===== config.mk =====
export PLATFORM = sky130hd
export DESIGN_NAME = mem_lsu
export DESIGN_NICKNAME = d
export VERILOG_FILES = /design/src/rtl/mem_lsu.sv
export SDC_FILE = /design/constraint.sdc
export NUM_CORES = 1
export LEC_CHECK = 0
export BUFFER_PORTS_ARGS = -buffer_cell sky130_fd_sc_hd__buf_2
export CAP_MARGIN = 20
export CORE_MARGIN = 1
export CORE_UTILIZATION = 43
export CTS_CLUSTER_DIAMETER = 60
export DETAILED_ROUTE_END_ITERATION = 7
export GPL_ROUTABILITY_DRIVEN = 1
export MAX_ROUTING_LAYER = met4
export PLACE_DENSITY = 0.76
export SKIP_CTS_REPAIR_TIMING = 1
export SLEW_MARGIN = 20
export SYNTH_ARGS = -nofsm -noshare
export SYNTH_HDL_FRONTEND = slang
export SYNTH_SLANG_ARGS = --single-unit
export TNS_END_PERCENT = 20

===== constraint.sdc =====
create_clock -name clk -period 2.1 [get_ports clk]
set_clock_uncertainty 0.05 [all_clocks]
set_input_delay 0.21 -clock clk [delete_from_list [all_inputs] [get_ports clk]]
set_output_delay 0.21 -clock clk [all_outputs]
set_load 0.02 [all_outputs]

===== src/rtl/mem_lsu.sv =====
// mem_lsu: load/store unit between a CPU request port and a word-wide bus.
// One transaction is in flight at a time (IDLE -> REQ -> RESP -> DONE).
// Misaligned accesses and illegal ops finish directly in DONE with out_err
// set and never touch the bus.
//
// Ports:
//   clk, rst                 clock and synchronous active-high reset
//   in_valid/in_ready        CPU request handshake
//   in_wen, in_op            1 = store; op 0 b,1 h,2 w,3 d,4 bu,5 hu,6 wu
//   in_addr, in_wdata        byte address, right-aligned store data
//   out_valid/out_ready      result handshake
//   out_rdata, out_err       extended load data (0 for stores/errors), error
//   bus_req_*                word-aligned bus request with lane-shifted data
//   bus_resp_valid/rdata     one-cycle bus response with full-word read data
module mem_lsu #(
  parameter int XLEN   = 32,
  parameter int ADDR_W = 32
) (
  input  logic              clk,
  input  logic              rst,
  input  logic              in_valid,
  output logic              in_ready,
  input  logic              in_wen,
  input  logic [2:0]        in_op,
  input  logic [ADDR_W-1:0] in_addr,
  input  logic [XLEN-1:0]   in_wdata,
  output logic              out_valid,
  input  logic              out_ready,
  output logic [XLEN-1:0]   out_rdata,
  output logic              out_err,
  output logic              bus_req_valid,
  input  logic              bus_req_ready,
  output logic              bus_req_wen,
  output logic [ADDR_W-1:0] bus_req_addr,
  output logic [XLEN-1:0]   bus_req_wdata,
  output logic [XLEN/8-1:0] bus_req_wstrb,
  input  logic              bus_resp_valid,
  input  logic [XLEN-1:0]   bus_resp_rdata
);
  localparam int NB     = XLEN / 8;
  localparam int LANE_W = $clog2(NB);

  typedef enum logic [1:0] {IDLE, REQ, RESP, DONE} state_t;

  state_t              state_q, state_d;
  logic                wen_q, wen_d;
  logic [2:0]          op_q, op_d;
  logic [LANE_W-1:0]   lane_q, lane_d;
  logic [ADDR_W-1:0]   addr_q, addr_d;
  logic [XLEN-1:0]     wdata_q, wdata_d;
  logic [NB-1:0]       wstrb_q, wstrb_d;
  logic [XLEN-1:0]     rdata_q, rdata_d;
  logic                err_q, err_d;

  // Request decode
  logic [1:0]          in_size;
  logic [LANE_W-1:0]   in_lane;
  logic                in_misalign;
  logic                in_err;
  logic [XLEN-1:0]     data_mask;
  logic [NB-1:0]       strb_low;
  logic [XLEN-1:0]     st_data;
  logic [NB-1:0]       st_strb;

  assign in_size = in_op[1:0];
  assign in_lane = in_addr[LANE_W-1:0];

  always_comb begin
    in_misalign = 1'b0;
    case (in_size)
      2'd0:    in_misalign = 1'b0;
      2'd1:    in_misalign = in_addr[0];
      2'd2:    in_misalign = |in_addr[1:0];
      default: in_misalign = |in_addr[2:0];
    endcase
  end

  // Doublewords and wu only exist on a 64-bit datapath.
  assign in_err = (in_op == 3'd7) || in_misalign ||
                  ((XLEN == 32) && ((in_size == 2'd3) || (in_op == 3'd6)));

  always_comb begin
    data_mask = '0;
    strb_low  = '0;
    for (int i = 0; i < XLEN; i++) data_mask[i] = (i < (8 << in_size));
    for (int i = 0; i < NB; i++)   strb_low[i]  = (i < (1 << in_size));
  end

  assign st_data = (in_wdata & data_mask) << {in_lane, 3'b000};
  assign st_strb = strb_low << in_lane;

  // Load extraction: shift the addressed lane down, then fill everything
  // above the access size with the sign bit (signed ops) or zero.
  logic [XLEN-1:0] ld_shift;
  logic [XLEN-1:0] ld_ext;
  logic            ld_msb;

  assign ld_shift = bus_resp_rdata >> {lane_q, 3'b000};

  always_comb begin
    ld_msb = 1'b0;
    case (op_q[1:0])
      2'd0:    ld_msb = ld_shift[7];
      2'd1:    ld_msb = ld_shift[15];
      2'd2:    ld_msb = ld_shift[31];
      default: ld_msb = ld_shift[XLEN-1];
    endcase
    ld_ext = '0;
    for (int i = 0; i < XLEN; i++)
      ld_ext[i] = (i < (8 << op_q[1:0])) ? ld_shift[i] : (ld_msb & ~op_q[2]);
  end

  // Next-state logic
  always_comb begin
    state_d = state_q;
    wen_d   = wen_q;
    op_d    = op_q;
    lane_d  = lane_q;
    addr_d  = addr_q;
    wdata_d = wdata_q;
    wstrb_d = wstrb_q;
    rdata_d = rdata_q;
    err_d   = err_q;
    case (state_q)
      IDLE: begin
        if (in_valid) begin
          wen_d   = in_wen;
          op_d    = in_op;
          lane_d  = in_lane;
          addr_d  = {in_addr[ADDR_W-1:LANE_W], {LANE_W{1'b0}}};
          wdata_d = in_wen ? st_data : '0;
          wstrb_d = in_wen ? st_strb : '0;
          rdata_d = '0;
          err_d   = in_err;
          state_d = in_err ? DONE : REQ;
        end
      end
      REQ: begin
        if (bus_req_ready) state_d = RESP;
      end
      RESP: begin
        if (bus_resp_valid) begin
          rdata_d = wen_q ? '0 : ld_ext;
          state_d = DONE;
        end
      end
      DONE: begin
        if (out_ready) state_d = IDLE;
      end
      default: state_d = IDLE;
    endcase
  end

  always_ff @(posedge clk) begin
    if (rst) begin
      state_q <= IDLE;
      wen_q   <= 1'b0;
      op_q    <= 3'd0;
      lane_q  <= '0;
      addr_q  <= '0;
      wdata_q <= '0;
      wstrb_q <= '0;
      rdata_q <= '0;
      err_q   <= 1'b0;
    end else begin
      state_q <= state_d;
      wen_q   <= wen_d;
      op_q    <= op_d;
      lane_q  <= lane_d;
      addr_q  <= addr_d;
      wdata_q <= wdata_d;
      wstrb_q <= wstrb_d;
      rdata_q <= rdata_d;
      err_q   <= err_d;
    end
  end

  // A request presented while reset is asserted must not look accepted.
  assign in_ready      = (state_q == IDLE) && !rst;
  assign bus_req_valid = (state_q == REQ);
  assign out_valid     = (state_q == DONE);
  assign bus_req_wen   = wen_q;
  assign bus_req_addr  = addr_q;
  assign bus_req_wdata = wdata_q;
  assign bus_req_wstrb = wstrb_q;
  assign out_rdata     = rdata_q;
  assign out_err       = err_q;

endmodule


[Yosys cells after proc, flatten, opt, wreduce, memory -nomap -nowiden]
Index checks and enable logic that the tools add are counted.
Storage, ports and cells
  output and inout bits: 105
  bits in registers: 107
Operators by class
  shift-type cells: 6
  bitwise logic cells: 3
  reductions and logical operators: 14
  magnitude comparators: 68
  muxes and demuxes: 46
  equality and inequality tests: 13
Operators with widths (number)
  6-bit by 32-bit less-than comparator with 1-bit output (first input constant): 32
  5-bit by 32-bit less-than comparator with 1-bit output (first input constant): 16
  4-bit by 32-bit less-than comparator with 1-bit output (first input constant): 8
  3-bit by 32-bit less-than comparator with 1-bit output (first input constant): 6
  32-bit two-way mux: 4
  1-bit by 32-bit less-than comparator with 1-bit output (first input constant): 3
  2-bit by 32-bit less-than comparator with 1-bit output (first input constant): 3
  32-bit one-hot mux with 2 select lines: 1
  4-bit by 2-bit << shifter with 32-bit output (first input constant): 2
  32-bit bitwise AND: 1
  1-bit two-way mux: 32
  1-bit by 2-bit << shifter with 32-bit output (first input constant): 1
  32-bit by 5-bit << shifter with 32-bit output: 1
  32-bit by 5-bit right shift with 32-bit output: 1
  2-bit two-way mux: 5
  2-bit equality test (second input constant): 4
  2-bit one-hot mux with 4 select lines: 1
  2-bit by 1-bit equality test with 1-bit output (second input constant): 3
  3-bit equality test (second input constant): 2
  2-bit logical NOT: 3
  4-bit two-way mux: 1
  2-bit by 1-bit inequality test with 1-bit output (second input constant): 2
  2-bit inequality test (second input constant): 2
  4-bit AND reduction: 1
  other kinds (13): 15

[Depth between registers and ports, before layout]
Gate-level depths: netlist of run 1.
  depth in word-level cells: 7
  gate-level depth with buffers: 8
  mapped depth without buffers: 6

[Worst setup path before layout of run 1]
OpenSTA, ideal clock, no wires.
  kind: reg2reg
  start: register state_q[0]
  end: register rdata_q[11] (netlist: out_rdata[11])
  slack: 0.161 ns
  buffers on the path: 2
  stages on the path, launching flop included: 9
  required time: 1.933 ns
  arrival time: 1.772 ns
  setup time: 0.117 ns
  cell sequence: dfxtp_1 inv_1 ha_1 nor2b_4 or3_1 buf_2 nor2b_1 buf_6 a22o_1
On the way
  cells in the longest elaborated chain, start to end: 3
RTL lines
  start: declaration: RTL line 45  | state_t state_q, state_d;
  start signal: assignment: RTL line 166  | state_q <= state_d;
  2-bit equality test / 2-bit logical NOT (equally long branches): RTL line 124  | case (state_q)
  2-bit inequality test (no line) / 2-bit nonzero test (equally long branches)
  3-bit AND reduction (no line)
  end signal: assignment: RTL line 173  | rdata_q <= rdata_d;
  end: declaration: RTL line 52  | logic [XLEN-1:0] rdata_q, rdata_d;
Parallel ways exist; a longest one is shown, timed or not.
A chain may end at the register's enable or synchronous reset.

[Worst setup path in the final report of run 1]
  start: register state_q[0]
  end: register rdata_q[9] (netlist: out_rdata[9])
The elaborated chain is that of the path after synthesis.

==> results of run 1 <==
-- layout make-up --
cell class / instances / area [um2]
Inverter: 5 / 18.77
Clock inverter: 6 / 68.82
Tap cell: 140 / 175.2
Timing Repair Buffer: 220 / 1166
Sequential cell: 107 / 2142
Fill cell: 964 / 4581
Antenna cell: 2 / 5.005
Multi-Input combinational cell: 434 / 2540
Clock buffer: 10 / 239.0
-- logic make-up (layout without fill, tap and decap cells) --
group                      Yosys count  count (layout)  synth area share (%)
and+or+nand+nor                    189             189                 17.48
DFF                                107             107                 43.89
AOI/OAI and AO/OA                  212             212                 26.61
other                                1               4               0.07683
muxes                               26              26                 5.588
adders and majority gates            5               5                 1.282
buffers and inverters               56             241                 5.075
-- sequential cells by signal, indices dropped and copies added (netlist names) --
name	flops
bus_req_wen	1
bus_req_addr	30
bus_req_wstrb	4
bus_req_wdata	32
out_rdata	32
state_q	2
op_q	3
lane_q	2
out_err	1
-- where the power goes --
part / internal (uW) / switching (uW) / total, uW
Clock: 969 / 778 / 1750
Sequential: 2270 / 151 / 2420
Combinational: 836 / 1440 / 2280
-- worst paths after layout --
check                           end  slack (ns)  cells after the start
hold reg to reg   bus_req_wdata[28]        0.40                      2
hold / removal      bus_req_addr[7]        0.05                      3
setup reg to reg       out_rdata[9]        0.13                      6
setup / recovery       out_rdata[9]        0.13                      6
-- tightest hold or removal path, cell delays in order --
cell and delay (ns):
buf_2 0.10, nand2_1 0.04, a21oi_1 0.05
-- stage by stage --
step                hold WS (ns)  area [um2]  TNS (ns)
floorplan                 0.2960        4885         0
global placement          0.3889        5992         0
detailed placement        0.3935        5992    -1.010
CTS                      0.03474        6300    -1.104
global route             0.04011        6352         0
finish                   0.04998        6355         0
-- metal layers --
metal,wire (um),share of wire [%]
met3,1166,7.9
met5,0,0
met4,204,1.4
met1,6111,42
met2,7196,49
-- cell usage in the layout (no fill, tap or decap), types with 2 or more instances in the layout --
cell type	instances
nor2_1	32
clkbuf_16	9
mux2i_1	25
nor2_2	2
a21oi_1	89
inv_1	5
a211oi_1	3
a211o_1	7
buf_4	10
a2bb2oi_1	9
nor2b_1	12
a22o_1	8
buf_2	207
o211ai_1	9
or4_4	2
o21ai_0	33
conb_1	2
inv_6	3
nand2b_1	11
a32oi_1	7
a22oi_1	27
ha_1	4
nand2_1	113
diode_2	2
buf_12	2
o21ai_1	16
nand3_1	2
dfxtp_1	107
==> impl_results.html, run 1 <==
<table>
<tr><th>Metric</th><th>Value</th></tr>
<tr><th colspan="2">Timing</th></tr>
<tr><td>Final number of hold-violating endpoints</td><td>0</td></tr>
<tr><td>Crit share post-route</td><td>a little over nine tenths</td></tr>
<tr><td>Pins Over Slew Limit</td><td>0</td></tr>
<tr><td>Final critical delay including setup and external delays</td><td>between 1.5 and 2 ns</td></tr>
<tr><td>Setup repair after global routing missed its margin</td><td>no</td></tr>
<tr><td>Top achievable clock speed</td><td>between 500 and 600 MHz</td></tr>
<tr><td>Normalized max-slew margin</td><td>a little under half</td></tr>
<tr><td>Finish-stage setup viols</td><td>0</td></tr>
<tr><td>Final worst-path setup slack</td><td>roughly 0.13 ns</td></tr>
<tr><td>Measured slew at the worst slew-check pin</td><td>0.8043 ns</td></tr>
<tr><th colspan="2">Critical path</th></tr>
<tr><td>CP bufs+invs</td><td>1</td></tr>
<tr><td>Critical Path Fanout Max</td><td>8</td></tr>
<tr><td>Signal arrival time at the worst endpoint</td><td>around 2.2 ns</td></tr>
<tr><td>WP data required</td><td>2.28 ns</td></tr>
<tr><td>Reg2Reg Launch Point</td><td>state_q[0]</td></tr>
<tr><td>Worst Setup End Kind</td><td>flip-flop</td></tr>
<tr><td>Crit Path Category</td><td>reg -&gt; reg</td></tr>
<tr><td>Critical path, cell by cell</td><td>inv_1 -&gt; ha_1 -&gt; nor2b_1 -&gt; or3_4 -&gt; nor2b_2 -&gt; a22o_1</td></tr>
<tr><td>Standard cell with the maximum stage delay on the critical path</td><td>or3_4</td></tr>
<tr><td>Cell type group with the largest total delay on the critical path</td><td>simple AND/OR/NAND/NOR gates</td></tr>
<tr><td>Startpoint class of the critical path</td><td>flip-flop</td></tr>
<tr><td>Critical path origin</td><td>state_q[0]</td></tr>
<tr><td>Highest cell delay on the worst timing path</td><td>~0.39 ns</td></tr>
<tr><th colspan="2">GRT</th></tr>
<tr><td>Leftover overflow at the end of global routing</td><td>0</td></tr>
<tr><td>Maximum number of pins on one net before global-route repair</td><td>60</td></tr>
<tr><td>Initial antenna violation count</td><td>1</td></tr>
<tr><td>Met2 usage</td><td>42.59%</td></tr>
<tr><td>Busiest metal layer after global routing</td><td>met2</td></tr>
<tr><td>First-pass GRT wire length</td><td>about 23 mm</td></tr>
<tr><td>Via count of the first global-routing pass</td><td>4712</td></tr>
<tr><td>Met1 track utilization from global routing</td><td>between 30 and 40%</td></tr>
<tr><td>Total routing usage reported by global routing</td><td>approximately 25%</td></tr>
<tr><td>Global-route track usage on met3</td><td>slightly below 6%</td></tr>
<tr><th colspan="2">Drt</th></tr>
<tr><td>DRC Markers</td><td>0</td></tr>
<tr><td>DRT iter0 DRCs</td><td>~300</td></tr>
<tr><td>Antenna violation net count after detailed routing</td><td>0</td></tr>
<tr><td>Routed via count divided by cell count</td><td>between 5 and 6</td></tr>
<tr><td>WL per Instance</td><td>15.89 um</td></tr>
<tr><td>Via count of the routed design</td><td>just over 5k</td></tr>
<tr><td>Routed WL</td><td>14.68 mm</td></tr>
<tr><td>Number of detailed-route iterations in the first pass</td><td>5</td></tr>
<tr><th colspan="2">Final layout</th></tr>
<tr><td>Final cell utilization of the core</td><td>58.11%</td></tr>
<tr><td>Synth-to-Final Area Change</td><td>30.20%</td></tr>
<tr><td># nets final</td><td>~900</td></tr>
<tr><td>Share of cells above drive strength 1</td><td>32.23%</td></tr>
<tr><td>Non-filler cells in the finished layout</td><td>924</td></tr>
<tr><th colspan="2">Synth</th></tr>
<tr><td>Distinct cells, synth</td><td>between 40 and 50</td></tr>
<tr><td>Avg Inst Size Synth</td><td>about 8.2 um2</td></tr>
<tr><td>Yosys top cell by area</td><td>dfxtp_1</td></tr>
<tr><td>Post-Synthesis Cells</td><td>approximately 600</td></tr>
<tr><td>Commonest register cell after synthesis</td><td>dfxtp_1</td></tr>
<tr><td>Most frequent cell after synthesis</td><td>nand2_1</td></tr>
<tr><td>Post-Synthesis Cell Area</td><td>around 0.0049 mm2</td></tr>
<tr><td>Share of flip-flops with an asynchronous set or reset</td><td>0%</td></tr>
<tr><td>Biggest area contributors in the synthesized netlist</td><td>dfxtp_1 44%, a21oi_1 9.1%, nand2_1 8.8%</td></tr>
<tr><td>Share of the yosys chip area belonging to registers</td><td>43.89%</td></tr>
<tr><td>Yosys Warn Count</td><td>0</td></tr>
<tr><td>Number of enable flip-flop cells after synthesis</td><td>0</td></tr>
<tr><td>Leading cell types by count after synthesis</td><td>114 x nand2_1, 107 x dfxtp_1, 89 x a21oi_1</td></tr>
<tr><td>Share of the synthesized area in the top cell type</td><td>around 44%</td></tr>
<tr><td>Flip-flop and latch count after synthesis</td><td>about 110</td></tr>
<tr><th colspan="2">Floorplanning</th></tr>
<tr><td>Ports</td><td>approximately 210</td></tr>
<tr><td>Die H</td><td>approximately 110 um</td></tr>
<tr><td>Starting density of the core</td><td>44.63%</td></tr>
<tr><td>Row cnt</td><td>38</td></tr>
<tr><td>Die span in x</td><td>108.5 um</td></tr>
<tr><td>Die area</td><td>about 0.012 mm2</td></tr>
<tr><td>Core area</td><td>about 0.011 mm2</td></tr>
<tr><th colspan="2">Worst hold path</th></tr>
<tr><td>Hold path startpoint</td><td>in_addr[7]</td></tr>
<tr><td>Min-delay worst type</td><td>in -&gt; reg</td></tr>
<tr><th colspan="2">Placed design</th></tr>
<tr><td>Total placed cells including tap cells</td><td>906</td></tr>
<tr><td>Routability congestion estimate</td><td>approximately 0.93</td></tr>
<tr><td>Detailed Place HPWL</td><td>around 11 mm</td></tr>
<tr><td>Port Buf Inserts</td><td>about 210</td></tr>
<tr><td>Setup slack at placement</td><td>-0.1557 ns</td></tr>
<tr><th colspan="2">Clock network</th></tr>
<tr><td>Number of buffers created by CTS</td><td>9</td></tr>
<tr><td>Clock slew at reported path FFs</td><td>about 0.07 ns</td></tr>
<tr><td>Buffers from clock root to sink, at most</td><td>2</td></tr>
<tr><td>Worst-Skew Late Latency</td><td>0.34 ns</td></tr>
<tr><td>Clock root buffer master</td><td>clkbuf_16</td></tr>
<tr><td>TritonCTS clock tree</td><td>yes</td></tr>
<tr><td>Clock sink total</td><td>roughly 110</td></tr>
<tr><td>Clock H-tree levels</td><td>3</td></tr>
<tr><th colspan="2">Pwr</th></tr>
<tr><td>Total chip power</td><td>6444 uW</td></tr>
<tr><td>PwrDens</td><td>between 1000 and 1500 mW/mm2</td></tr>
<tr><td>Leakage power total</td><td>0.002844 uW</td></tr>
<tr><td>Maximum vdd drop</td><td>around 0.00050 V</td></tr>
<tr><th colspan="2">Run</th></tr>
<tr><td>Total of max-cap violations</td><td>0</td></tr>
<tr><th colspan="2">Run status</th></tr>
<tr><td>Run status</td><td>complete, no violations</td></tr>
</table>
No activity file was read; power rests on OpenSTA's default activity.
==> run 2: changes to the inputs <==
--- a/config.mk
+++ b/config.mk
@@ -14,6 +14,7 @@
 export GPL_ROUTABILITY_DRIVEN = 1
 export MAX_ROUTING_LAYER = met4
 export PLACE_DENSITY = 0.76
+export REMOVE_ABC_BUFFERS = 1
 export SKIP_CTS_REPAIR_TIMING = 1
 export SLEW_MARGIN = 20
 export SYNTH_ARGS = -nofsm -noshare
==> impl_results.html, run 2 (synthesis results as in run 1) <==
<table>
<tr><th>Metric</th><th>Value</th></tr>
<tr><th colspan="2">Floorplanning</th></tr>
<tr><td>Ports</td><td>about 210</td></tr>
<tr><td>Core area</td><td>~0.011 mm2</td></tr>
<tr><td>Row cnt</td><td>38</td></tr>
<tr><td>Die H</td><td>108.5 um</td></tr>
<tr><td>Die area</td><td>0.01178 mm2</td></tr>
<tr><td>Die span in x</td><td>around 110 um</td></tr>
<tr><td>Starting density of the core</td><td>between 40 and 50%</td></tr>
<tr><th colspan="2">Run</th></tr>
<tr><td>Total of max-cap violations</td><td>0</td></tr>
<tr><th colspan="2">Critical path</th></tr>
<tr><td>Worst Setup End Kind</td><td>flip-flop</td></tr>
<tr><td>Cell type group with the largest total delay on the critical path</td><td>simple AND/OR/NAND/NOR gates</td></tr>
<tr><td>Depth of the most critical reg-to-reg path</td><td>6</td></tr>
<tr><td>Endpoint of the most critical register-to-register path</td><td>state_q[1]</td></tr>
<tr><td>Crit Path Category</td><td>reg -&gt; reg</td></tr>
<tr><td>Signal arrival time at the worst endpoint</td><td>2.09 ns</td></tr>
<tr><td>Critical path, cell by cell</td><td>inv_1 -&gt; ha_1 -&gt; nor2b_1 -&gt; or4_1 -&gt; a211oi_2 -&gt; a211oi_1</td></tr>
<tr><td>CP bufs+invs</td><td>1</td></tr>
<tr><td>Standard cell with the maximum stage delay on the critical path</td><td>or4_1</td></tr>
<tr><td>Startpoint class of the critical path</td><td>flip-flop</td></tr>
<tr><td>Internal reg-to-reg setup slack</td><td>about 0.15 ns</td></tr>
<tr><td>Critical Path Fanout Max</td><td>5</td></tr>
<tr><td>Reg2Reg Launch Point</td><td>state_q[0]</td></tr>
<tr><td>WP data required</td><td>2.25 ns</td></tr>
<tr><td>Highest cell delay on the worst timing path</td><td>just under 0.6 ns</td></tr>
<tr><th colspan="2">Pwr</th></tr>
<tr><td>Clock Power Share</td><td>26.3%</td></tr>
<tr><td>Switching power</td><td>about 2300 uW</td></tr>
<tr><td>Sequential share of power</td><td>38.6%</td></tr>
<tr><td>Internal portion of total power</td><td>between 3000 and 4000 uW</td></tr>
<tr><td>Leakage power total</td><td>0.002844 uW</td></tr>
<tr><td>Fraction of power consumed by combinational cells</td><td>between 30% and 40%</td></tr>
<tr><td>Net Sw Frac</td><td>37.36%</td></tr>
<tr><td>Total chip power</td><td>approximately 6300 uW</td></tr>
<tr><td>PwrDens</td><td>around 1000 mW/mm2</td></tr>
<tr><td>Maximum vdd drop</td><td>between 0.0005 and 0.0006 V</td></tr>
<tr><th colspan="2">Clock network</th></tr>
<tr><td>Clock slew at reported path FFs</td><td>roughly 0.07 ns</td></tr>
<tr><td>Clock sink total</td><td>107</td></tr>
<tr><td>Number of buffers created by CTS</td><td>9</td></tr>
<tr><td>Clock H-tree levels</td><td>3</td></tr>
<tr><td>Worst-Skew Late Latency</td><td>approximately 0.34 ns</td></tr>
<tr><td>TritonCTS clock tree</td><td>yes</td></tr>
<tr><td>Clock root buffer master</td><td>clkbuf_16</td></tr>
<tr><td>Buffers from clock root to sink, at most</td><td>2</td></tr>
<tr><th colspan="2">Drt</th></tr>
<tr><td>Routed via count divided by cell count</td><td>approximately 5.5</td></tr>
<tr><td>DRT iter0 DRCs</td><td>340</td></tr>
<tr><td>Antenna violation net count after detailed routing</td><td>0</td></tr>
<tr><td>Number of detailed-route iterations in the first pass</td><td>5</td></tr>
<tr><td>Routed WL</td><td>between 10 and 15 mm</td></tr>
<tr><td>WL per Instance</td><td>approximately 15 um</td></tr>
<tr><td>DRC Markers</td><td>0</td></tr>
<tr><td>Via count of the routed design</td><td>just over 5k</td></tr>
<tr><th colspan="2">Placed design</th></tr>
<tr><td>Detailed Place HPWL</td><td>about 10 mm</td></tr>
<tr><td>Routability congestion estimate</td><td>just under 0.9</td></tr>
<tr><td>Total placed cells including tap cells</td><td>a little over 900</td></tr>
<tr><td>Port Buf Inserts</td><td>approximately 210</td></tr>
<tr><th colspan="2">GRT</th></tr>
<tr><td>First-pass GRT wire length</td><td>between 20 and 25 mm</td></tr>
<tr><td>Total routing usage reported by global routing</td><td>approximately a quarter</td></tr>
<tr><td>Maximum number of pins on one net before global-route repair</td><td>75</td></tr>
<tr><td>Leftover overflow at the end of global routing</td><td>0</td></tr>
<tr><td>Initial antenna violation count</td><td>0</td></tr>
<tr><td>Via count of the first global-routing pass</td><td>4611</td></tr>
<tr><th colspan="2">Final layout</th></tr>
<tr><td>Area used by multi-input combinational logic</td><td>~0.0025 mm2</td></tr>
<tr><td>Register cell area after layout</td><td>0.002142 mm2</td></tr>
<tr><td>Filler Cells Inserted</td><td>approximately 980</td></tr>
<tr><td># nets final</td><td>a little under 900</td></tr>
<tr><td>Commonest non-fill, non-tap cells in the layout</td><td>207 x buf_2, 113 x nand2_1, 107 x dfxtp_1, 89 x a21oi_1</td></tr>
<tr><td>Diodes inserted</td><td>0</td></tr>
<tr><td>Most common library cell in the layout ignoring fill and taps</td><td>buf_2</td></tr>
<tr><td>Share of cells above drive strength 1</td><td>about a third</td></tr>
<tr><td>Synth-to-Final Area Change</td><td>29.51%</td></tr>
<tr><td>Non-filler cells in the finished layout</td><td>about 900</td></tr>
<tr><th colspan="2">Timing</th></tr>
<tr><td>Finish-stage setup viols</td><td>0</td></tr>
<tr><td>Normalized max-slew margin</td><td>a little over half</td></tr>
<tr><td>Measured slew at the worst slew-check pin</td><td>about 0.72 ns</td></tr>
<tr><td>Setup repair after global routing missed its margin</td><td>yes</td></tr>
<tr><td>Top achievable clock speed</td><td>a little over 500 MHz</td></tr>
<tr><td>Crit share post-route</td><td>between 90% and 100%</td></tr>
<tr><td>Pins Over Slew Limit</td><td>0</td></tr>
<tr><td>Final critical delay including setup and external delays</td><td>1.948 ns</td></tr>
<tr><td>Final number of hold-violating endpoints</td><td>0</td></tr>
<tr><th colspan="2">Worst hold path</th></tr>
<tr><td>Hold Path Sink</td><td>out_rdata[1]</td></tr>
<tr><td>Hold path startpoint</td><td>rst</td></tr>
<tr><td>Min-delay worst type</td><td>in -&gt; reg</td></tr>
<tr><td>WHS Path Cells</td><td>2</td></tr>
<tr><th colspan="2">Run status</th></tr>
<tr><td>Run status</td><td>complete, no violations</td></tr>
</table>
## run 2: worst reg2reg max path, cell delays in order (launching register included)
cell	delay (ns)
dfxtp_1	0.36
inv_1	0.10
ha_1	0.26
nor2b_1	0.15
or4_1	0.59
a211oi_2	0.23
a211oi_1	0.07
## run 2: cell type report
class                      count  area share, %
sequential                   107          33.89
multi-input combinational    434          39.96
clock buffer                  12          4.058
timing repair buffer         223          18.49
tap                          140          2.771
inverter                       5         0.2969
clock inverter                 4         0.5344
## run 2: metal layers
metal	track usage, %	part of all wire (%)	vias up
met5	-	0	-
met4	9.459	2.1	0
met3	5.847	8.9	25
met2	38.38	47	254
met1	29.24	42	2343
li1	-	-	2461
## run 2: how the worst max path moves through the flow
stage / start / end / slack (ns) / depth (start not counted)
after global routing: state_q[0] / state_q[1] / -0.005 / 6
after floorplan: state_q[0] / bus_req_wdata[0] / -0.19 / 5
after global placement: state_q[0] / out_rdata[22] / 0.21 / 6
after CTS: state_q[0] / out_rdata[23] / 0.1 / 6
after detailed placement: state_q[0] / out_rdata[19] / 0.11 / 6
final: state_q[0] / state_q[1] / 0.15 / 6
## run 2: through the flow
step / setup WS [ns] / TNS (ns) / utilization, % / hold slack [ns] / area (um2)
detailed placement: 0.1093 / 0 / 54.89 / 0.3692 / 6002
floorplan: -0.1876 / -9.775 / - / 0.2291 / 4656
finish: 0.1515 / 0 / 57.80 / 0.01518 / 6321
global route: -0.004881 / -0.004881 / 57.80 / 0.01486 / 6321
CTS: 0.09980 / 0 / 57.54 / 0.003497 / 6292
global placement: 0.2059 / 0 / 54.89 / 0.3676 / 6002
## run 2: power by group through the flow
stage	clock [uW]	combinational [uW]	sequential, uW
floorplan	0	1050	2730
global placement	0	2100	2450
detailed placement	0	2160	2460
CTS	1680	2170	2420
global route	1760	2410	2460
finish	1650	2200	2420
==> run 3: changes to the inputs <==
--- a/config.mk
+++ b/config.mk
@@ -12,6 +12,7 @@
 export CTS_CLUSTER_DIAMETER = 60
 export DETAILED_ROUTE_END_ITERATION = 7
 export GPL_ROUTABILITY_DRIVEN = 1
+export HOLD_SLACK_MARGIN = 0.12
 export MAX_ROUTING_LAYER = met4
 export PLACE_DENSITY = 0.76
 export REMOVE_ABC_BUFFERS = 1
==> impl_results.html, run 3 (synthesis results as in run 1) <==
<table>
<tr><th>Metric</th><th>Value</th></tr>
<tr><th colspan="2">Run status</th></tr>
<tr><td>Run status</td><td>complete, no violations</td></tr>
<tr><th colspan="2">Timing</th></tr>
<tr><td>Crit share post-route</td><td>94.30%</td></tr>
<tr><td>Hold Worst Slack</td><td>0.09701 ns</td></tr>
<tr><td>Final critical delay including setup and external delays</td><td>around 2 ns</td></tr>
<tr><td>Pins Over Slew Limit</td><td>0</td></tr>
<tr><td>Setup repair after global routing missed its margin</td><td>yes</td></tr>
<tr><td>Measured slew at the worst slew-check pin</td><td>slightly above 0.7 ns</td></tr>
<tr><td>Finish-stage setup viols</td><td>0</td></tr>
<tr><td>Final number of hold-violating endpoints</td><td>0</td></tr>
<tr><td>Total Negative Setup Slacks</td><td>0 ns</td></tr>
<tr><td>Normalized max-slew margin</td><td>52.67%</td></tr>
<tr><td>Top achievable clock speed</td><td>around 500 MHz</td></tr>
<tr><td>Final worst-path setup slack</td><td>around 0.12 ns</td></tr>
<tr><th colspan="2">Floorplanning</th></tr>
<tr><td>Die span in x</td><td>around 110 um</td></tr>
<tr><td>Starting density of the core</td><td>between 40% and 50%</td></tr>
<tr><td>Die area</td><td>between 0.01 and 0.015 mm2</td></tr>
<tr><td>Ports</td><td>about 210</td></tr>
<tr><td>Die H</td><td>about 110 um</td></tr>
<tr><td>Core area</td><td>approximately 0.011 mm2</td></tr>
<tr><td>Row cnt</td><td>38</td></tr>
<tr><th colspan="2">Final layout</th></tr>
<tr><td>Synth-to-Final Area Change</td><td>36.27%</td></tr>
<tr><td>Filler Cells Inserted</td><td>~940</td></tr>
<tr><td># nets final</td><td>about 900</td></tr>
<tr><td>Final cell utilization of the core</td><td>between 60% and 70%</td></tr>
<tr><td>Commonest non-fill, non-tap cells in the layout</td><td>207 x buf_2, 113 x nand2_1, 107 x dfxtp_1, 89 x a21oi_1</td></tr>
<tr><td>Share of cells above drive strength 1</td><td>slightly above 30%</td></tr>
<tr><td>Area used by multi-input combinational logic</td><td>~0.0025 mm2</td></tr>
<tr><td>Most common library cell in the layout ignoring fill and taps</td><td>buf_2</td></tr>
<tr><td>Diodes inserted</td><td>0</td></tr>
<tr><td>Register cell area after layout</td><td>0.002142 mm2</td></tr>
<tr><th colspan="2">Critical path</th></tr>
<tr><td>Crit Path Category</td><td>in -&gt; out</td></tr>
<tr><td>Signal arrival time at the worst endpoint</td><td>~1.7 ns</td></tr>
<tr><td>Worst Setup End Kind</td><td>primary output</td></tr>
<tr><td>Startpoint class of the critical path</td><td>input pin</td></tr>
<tr><td>WP data required</td><td>approximately 1.8 ns</td></tr>
<tr><td>Critical Path Fanout Max</td><td>63</td></tr>
<tr><td>Depth of the most critical reg-to-reg path</td><td>6</td></tr>
<tr><td>Internal reg-to-reg setup slack</td><td>~0.15 ns</td></tr>
<tr><th colspan="2">GRT</th></tr>
<tr><td>Via count of the first global-routing pass</td><td>4611</td></tr>
<tr><td>Initial antenna violation count</td><td>0</td></tr>
<tr><td>First-pass GRT wire length</td><td>between 20 and 25 mm</td></tr>
<tr><td>Total routing usage reported by global routing</td><td>around a quarter</td></tr>
<tr><td>Maximum number of pins on one net before global-route repair</td><td>75</td></tr>
<tr><td>Leftover overflow at the end of global routing</td><td>0</td></tr>
<tr><th colspan="2">Drt</th></tr>
<tr><td>WL per Instance</td><td>15.53 um</td></tr>
<tr><td>Via count of the routed design</td><td>5254</td></tr>
<tr><td>DRC Markers</td><td>0</td></tr>
<tr><td>Antenna violation net count after detailed routing</td><td>0</td></tr>
<tr><td>Number of detailed-route iterations in the first pass</td><td>5</td></tr>
<tr><td>Routed via count divided by cell count</td><td>between 5 and 6</td></tr>
<tr><td>Routed WL</td><td>~15 mm</td></tr>
<tr><td>DRT iter0 DRCs</td><td>about 360</td></tr>
<tr><th colspan="2">Clock network</th></tr>
<tr><td>Clock slew at reported path FFs</td><td>roughly 0.07 ns</td></tr>
<tr><td>Number of buffers created by CTS</td><td>9</td></tr>
<tr><td>Buffers from clock root to sink, at most</td><td>2</td></tr>
<tr><td>TritonCTS clock tree</td><td>yes</td></tr>
<tr><td>Clock sink total</td><td>approximately 110</td></tr>
<tr><td>Worst-Skew Late Latency</td><td>between 0.3 and 0.4 ns</td></tr>
<tr><td>Clock H-tree levels</td><td>3</td></tr>
<tr><td>Clock root buffer master</td><td>clkbuf_16</td></tr>
<tr><th colspan="2">Placed design</th></tr>
<tr><td>Routability congestion estimate</td><td>slightly below 0.9</td></tr>
<tr><td>Port Buf Inserts</td><td>around 210</td></tr>
<tr><td>Detailed Place HPWL</td><td>approximately 10 mm</td></tr>
<tr><td>Setup slack at placement</td><td>~0.11 ns</td></tr>
<tr><th colspan="2">Worst hold path</th></tr>
<tr><td>Min-delay worst type</td><td>in -&gt; reg</td></tr>
<tr><td>WHS Path Cells</td><td>3</td></tr>
<tr><th colspan="2">Pwr</th></tr>
<tr><td>Leakage power total</td><td>0.002982 uW</td></tr>
<tr><td>Maximum vdd drop</td><td>about 0.00056 V</td></tr>
<tr><td>PwrDens</td><td>952.4 mW/mm2</td></tr>
<tr><th colspan="2">Run</th></tr>
<tr><td>Total of max-cap violations</td><td>0</td></tr>
</table>
-- run 3: power by group --
| group | switching, uW | total, uW | internal [uW] |
|---|---|---|---|
| combinational | 1440 | 2260 | 819 |
| sequential | 158 | 2430 | 2270 |
| clock | 769 | 1650 | 880 |
| total | 2370 | 6330 | 3970 |
-- run 3: per-layer routing --
metal	GRT usage, %	share of wire [%]	vias up
met5	-	0	-
met4	9.459	1.9	0
met3	5.847	8.0	24
met2	38.38	48	251
met1	29.24	42	2453
li1	-	-	2526
-- run 3: final timing paths --
check,startpoint,end
min reg2reg,bus_req_wdata[26],bus_req_wdata[26]
max reg2reg,state_q[0],state_q[1]
min,in_wdata[0],bus_req_wdata[0]
max,rst,in_ready
-- run 3: area by class of cell --
cell class                 instances  share of cell area, %
inverter                           5                 0.2822
clock inverter                     4                 0.5079
timing repair buffer             256                  22.54
tap                              140                  2.634
clock buffer                      12                  3.856
sequential                       107                  32.20
multi-input combinational        434                  37.98
-- run 3: per-stage QoR --
stage               std cells  instance area (um2)  power, uW
detailed placement        909                 6002       4626
global route              958                 6651       6687
CTS                       925                 6292       6275
floorplan                 546                 4656       3783
finish                    958                 6651       6335
global placement          909                 6002       4552
-- run 3: critical path, cell delays in order --
cell and delay (ns):
dlygate4sd3_1 0.53, buf_4 0.13, buf_4 0.52, nor2b_1 0.13, buf_2 0.19
